[src/rtl/mux4_rr_arbiter.sv]
// ----------------------------------------------------------------------------
// mux4_rr_arbiter
//
// Round-robin arbiter and sequencer in front of a shared 4:1 data mux.
// Four requesters each present a request and a WIDTH-bit word. The arbiter
// picks one requester, captures its word through the 4:1 select into an
// output register and offers it downstream on a valid/ready handshake.
// The winning requester is acked in the cycle the consumer takes the word.
//
// Build option:
//   ARB_LOCK_EN  when defined, adds the lock port. A requester holding its
//                lock bit may keep the grant for up to MAX_LOCK consecutive
//                transfers before the round-robin pointer moves on.
//
// Parameters:
//   WIDTH     data width per requester and of out_data
//   MAX_LOCK  max consecutive transfers by one locked requester (>= 1)
//
// Ports:
//   clk        clock, all state on the rising edge
//   rst        synchronous active-high reset
//   req        per-requester request
//   in_data    word i at in_data[i*WIDTH +: WIDTH]
//   lock       per-requester grant lock (ARB_LOCK_EN only)
//   out_ready  consumer accepts out_data this cycle
//   out_valid  out_data holds a granted word
//   out_data   registered captured word
//   sel        index of current/last granted requester
//   ack        one-hot, ack[sel] in the transfer cycle only
// ----------------------------------------------------------------------------
module mux4_rr_arbiter #(
   parameter int WIDTH    = 8,
   parameter int MAX_LOCK = 4
) (
   input  logic               clk,
   input  logic               rst,
   input  logic [3:0]         req,
   input  logic [4*WIDTH-1:0] in_data,
`ifdef ARB_LOCK_EN
   input  logic [3:0]         lock,
`endif
   input  logic               out_ready,
   output logic               out_valid,
   output logic [WIDTH-1:0]   out_data,
   output logic [1:0]         sel,
   output logic [3:0]         ack
);

   typedef enum logic {
      IDLE = 1'b0,
      BUSY = 1'b1
   } state_t;

   state_t           state;
   logic [1:0]       ptr;
   logic [1:0]       base;
   logic [1:0]       winner;
   logic             xfer;
   logic [WIDTH-1:0] word [4];
   logic [WIDTH-1:0] word_sel;

   // Search order is base+1, base+2, base+3, base (mod 4).
   function automatic logic [1:0] rr_pick(input logic [3:0] r, input logic [1:0] b);
      logic [1:0] pick;
      logic [1:0] idx;
      logic       found;
      pick  = b;
      found = 1'b0;
      for (int k = 1; k <= 4; k++) begin
         idx = b + 2'(k);
         if (!found && r[idx]) begin
            pick  = idx;
            found = 1'b1;
         end
      end
      return pick;
   endfunction

   always_comb begin
      for (int i = 0; i < 4; i++) begin
         word[i] = in_data[i*WIDTH +: WIDTH];
      end
   end

   assign winner   = rr_pick(req, base);
   assign word_sel = word[winner];

   // In BUSY out_valid is always 1, so a transfer is just BUSY & ready.
   // Reset suppresses the ack so a dropped word is never acknowledged.
   assign xfer = (state == BUSY) && out_valid && out_ready && !rst;

   always_comb begin
      ack = 4'b0000;
      if (xfer) begin
         ack[sel] = 1'b1;
      end
   end

`ifdef ARB_LOCK_EN
   localparam int CNT_W = (MAX_LOCK < 1) ? 1 : $clog2(MAX_LOCK + 1);
   localparam logic [CNT_W-1:0] MAXC = CNT_W'(MAX_LOCK);

   logic [CNT_W-1:0] lock_cnt;
   logic [CNT_W-1:0] cnt_next;
   logic [1:0]       last_sel;
   logic             hold;
   logic             keep;

   // lock_cnt is nonzero only while a lock run is in progress; a transfer
   // by any other requester starts a fresh run at 1.
   always_comb begin
      cnt_next = CNT_W'(1);
      if ((lock_cnt != '0) && (sel == last_sel)) begin
         cnt_next = (lock_cnt == MAXC) ? lock_cnt : lock_cnt + CNT_W'(1);
      end
      keep = lock[sel] && (cnt_next < MAXC);
   end

   // While holding, the next search starts at sel itself; ptr is untouched.
   assign base = hold ? (sel - 2'd1) : ptr;
`else
   logic unused_max_lock;
   assign unused_max_lock = (MAX_LOCK != 0);
   assign base = ptr;
`endif

   always_ff @(posedge clk) begin
      if (rst) begin
         state     <= IDLE;
         out_valid <= 1'b0;
         out_data  <= '0;
         sel       <= 2'd0;
         ptr       <= 2'd3;
`ifdef ARB_LOCK_EN
         lock_cnt  <= '0;
         last_sel  <= 2'd0;
         hold      <= 1'b0;
`endif
      end else begin
         case (state)
            IDLE: begin
               if (|req) begin
                  sel       <= winner;
                  out_data  <= word_sel;
                  out_valid <= 1'b1;
                  state     <= BUSY;
               end
            end
            BUSY: begin
               // Without ready, out_data/sel/out_valid simply hold.
               if (out_ready) begin
                  out_valid <= 1'b0;
                  state     <= IDLE;
`ifdef ARB_LOCK_EN
                  last_sel  <= sel;
                  if (keep) begin
                     hold     <= 1'b1;
                     lock_cnt <= cnt_next;
                  end else begin
                     hold     <= 1'b0;
                     ptr      <= sel;
                     lock_cnt <= '0;
                  end
`else
                  ptr       <= sel;
`endif
               end
            end
            default: begin
               state     <= IDLE;
               out_valid <= 1'b0;
            end
         endcase
      end
   end

endmodule

[config.mk]
export PLATFORM = sky130hd
export DESIGN_NAME = mux4_rr_arbiter
export DESIGN_NICKNAME = d
export VERILOG_FILES = /design/src/rtl/mux4_rr_arbiter.sv
export SDC_FILE = /design/constraint.sdc
export NUM_CORES = 1
export LEC_CHECK = 0
export CAP_MARGIN = 20
export CELL_PAD_IN_SITES_DETAIL_PLACEMENT = 2
export CELL_PAD_IN_SITES_GLOBAL_PLACEMENT = 2
export CORE_MARGIN = 2
export CORE_UTILIZATION = 20
export CTS_CLUSTER_SIZE = 12
export DETAILED_ROUTE_END_ITERATION = 8
export PLACE_DENSITY_LB_ADDON = 0.12
export SYNTH_ARGS = -nofsm -noshare
export SYNTH_HDL_FRONTEND = slang
export SYNTH_SLANG_ARGS = --single-unit
[constraint.sdc]
create_clock -name clk -period 3.35 [get_ports clk]
set_clock_uncertainty 0.15 [all_clocks]
set_input_delay 0.5025 -clock clk [delete_from_list [all_inputs] [get_ports clk]]
set_output_delay 0.5025 -clock clk [all_outputs]
set_load 0.005 [all_outputs]
==> flow_metrics.env <==
export IMPL_start_util_pct=21.0
export IMPL_clkTransAtPathRegs_ps=60
export IMPL_regArea_sq_um=280
export IMPL_dieArea_sq_mm=0.00476
export IMPL_drt_initial_drc_count=33
export IMPL_avgViaCountPerCell=4.76
export IMPL_synth_area_sq_um=845
export IMPL_final_max_slew_viol_count=0
export IMPL_fillers=451
export IMPL_grt_use_total_pct=13.7
export IMPL_diodes=0
export IMPL_fin_nets=186
export IMPL_synth_cells=92
export IMPL_rsz0062_at_grt="no"
export IMPL_ctsResizeCount=0
export IMPL_die_x_microns=69.0
export IMPL_period_minus_slack_ps=2760
export IMPL_grt_pass1_vias=948
export IMPL_slowest_delay_ps=530
export IMPL_num_vias=932
export IMPL_synth_largest_area_cell="dfxtp_1"
export IMPL_grt_overflow=0
export IMPL_gp_congestion=0.709
export IMPL_final_cell_mix="clkdlybuf4s50_1 (53), mux2i_1 (16), dfxtp_1 (14)"
export IMPL_numClockSinks=14
export IMPL_ys_seq_area_share_pct=33.2
export IMPL_post_route_period_util_pct=82.5
export IMPL_cp_slowest_cell="clkdlybuf4s50_1"
export IMPL_post_cts_setup_buffer_count=0
export IMPL_synth_area_top_cells="dfxtp_1 (33%), mux2i_1 (19%), o221ai_1 (7.3%)"
export IMPL_cts_hold_buf=0
export IMPL_clk_path_buf_depth=2
export IMPL_ir_worst_vdd_uv=204
export IMPL_critical_path_class="primary input to output port"
export IMPL_multi_input_area_sq_um=522
export IMPL_avgSynthCellArea_sq_um=9.18
export IMPL_rows=23
export IMPL_cp_max_fo=5
export IMPL_power_density_mw_per_mm2=369
export IMPL_area_growth_pct=75.0
export IMPL_antenna_found_initial=0
export IMPL_status="finished clean"
export IMPL_p_leak_nw=0.580
export IMPL_grt_max_degree=13
export IMPL_worst_hold_path_type="flip-flop to flip-flop"
export IMPL_hold_violations=0
export IMPL_synth_top_area_share_pct=33.2
export IMPL_clkLatencyLatePin_ps=250
export IMPL_fmax_mhz=362
export IMPL_htree_levels=1
export IMPL_place_area_sq_mm=0.00142
export IMPL_timing_slew_headroom_pct=58.9
export IMPL_cp_required_ps=2700
export IMPL_synth_distinct_cells=25
export IMPL_setup_viol=0
export IMPL_wl_per_cell_microns=15.7
export IMPL_drc=0
export IMPL_drtAntennaViolNets=0
export IMPL_crit_chain="clkdlybuf4s50_1 > nand2_1 > nor3b_1 > nand2_1 > nor2_1 > clkdlybuf4s50_1"
export IMPL_numCtsBuffers=3
export IMPL_grt_pass1_wl_mm=4.65
export IMPL_timing_critical_path_buf_inv=2
export IMPL_endpoint_kind="output port"
export IMPL_wirelength_mm=3.07
export IMPL_root_buffer="clkbuf_8"
export IMPL_fp_dieH_microns=69.0
export IMPL_final_area_sq_mm=0.00148
export IMPL_cp_top_family="buffers and inverters"
export IMPL_coreArea_sq_mm=0.00403
export IMPL_tns_ps=0
export IMPL_ys_warnings_count=0
export IMPL_tightest_slew_ps=614
export IMPL_final_common_cell="clkdlybuf4s50_1"
export IMPL_synth_seq_cells=14
export IMPL_dr_pass1_iters=4
export IMPL_synth_fp_nets=131
export IMPL_io_pins=54
export IMPL_dpl_hpwl_mm=2.48
export IMPL_setup_worst_path_start_class="primary input"
export IMPL_drive_gt1_share_pct=4.79
export IMPL_cap_viol_max_count=0
export IMPL_io_buffers=53
export IMPL_cts_tree="yes"
export IMPL_arrival_ps=2110
[kinds of logic (layout without fill, tap and decap cells)]
kind of cell    count (synthesis)  in the layout  synth area share (%)
buf+inv                         6             60                  6.37
mux                            17             17                  20.3
flops                          14             14                  33.2
compound gates                 19             19                  17.5
simple gates                   36             36                  22.7
[report_power, final]
| part | switching, W | internal (W) |
|---|---|---|
| sequential | 0.0000182 | 0.000186 |
| clock | 0.0000634 | 0.000104 |
| combinational | 0.0000649 | 0.000109 |
[worst register-to-register path: stages, from the launching register on]
cell      delay [ps]
dfxtp_1          520
mux2i_1          230
nor2_1            90
a311oi_4         580
buf_12           230
mux2_1           330
o211ai_1          80
[state kept, by name, indices dropped and copies added, names as in the netlist]
register	flops
out_data	8
base	2
state	1
out_valid	1
sel	2
[layout make-up]
type	count	area share [%]
Multi-Input combinational cell	72	35.3
Timing Repair Buffer	54	37.3
Clock buffer	4	3.73
Tap cell	50	4.23
Sequential cell	14	19.0
Inverter	2	0.508
[metal layers]
layer | wire, microns | track usage (%)
met5 | 0 | 0
met4 | 50 | 7.11
met3 | 133 | 2.92
met2 | 1550 | 22.4
met1 | 1330 | 16.9
[stage by stage]
stage | utilization [%] | setup WS, ps | instances | hold slack, ps | total power (W)
finish | 36.7 | 588 | 196 | 322 | 0.000546
global route | 36.7 | 408 | 196 | 370 | 0.000577
CTS | 36.7 | 580 | 196 | 330 | 0.000556
detailed placement | 35.3 | 577 | 192 | 311 | 0.000385
global placement | 35.3 | 613 | 192 | 297 | 0.000377
floorplan | - | 1550 | 92 | 307 | 0.000283
[synth_stat cells]
cell type  instances
a21o_1             1
and3_1             3
o211ai_1           1
a211o_1            2
a21oi_1            4
o221ai_1           7
mux2_1             1
nor2_1             6
o21ai_0            1
buf_6              2
nor4_2             1
a211oi_1           1
inv_1              2
buf_12             1
clkbuf_1           1
dfxtp_1           14
nor3b_1            2
nand2b_1           5
nand4b_1           1
a311oi_2           1
nor3_1             3
nand2_1           12
a31oi_1            1
nand3b_1           3
mux2i_1           16
[worst paths after layout]
kind	start	end	slack (ps)	cells past startpoint
worst max-delay path	out_ready	ack[1]	590	6
worst min-delay path	out_data[6]	out_data[6]	320	2
worst max register to register	base[1]	out_data[2]	1070	6
worst min register to register	out_data[6]	out_data[6]	320	2
No activity file was read; power rests on OpenSTA's default activity.
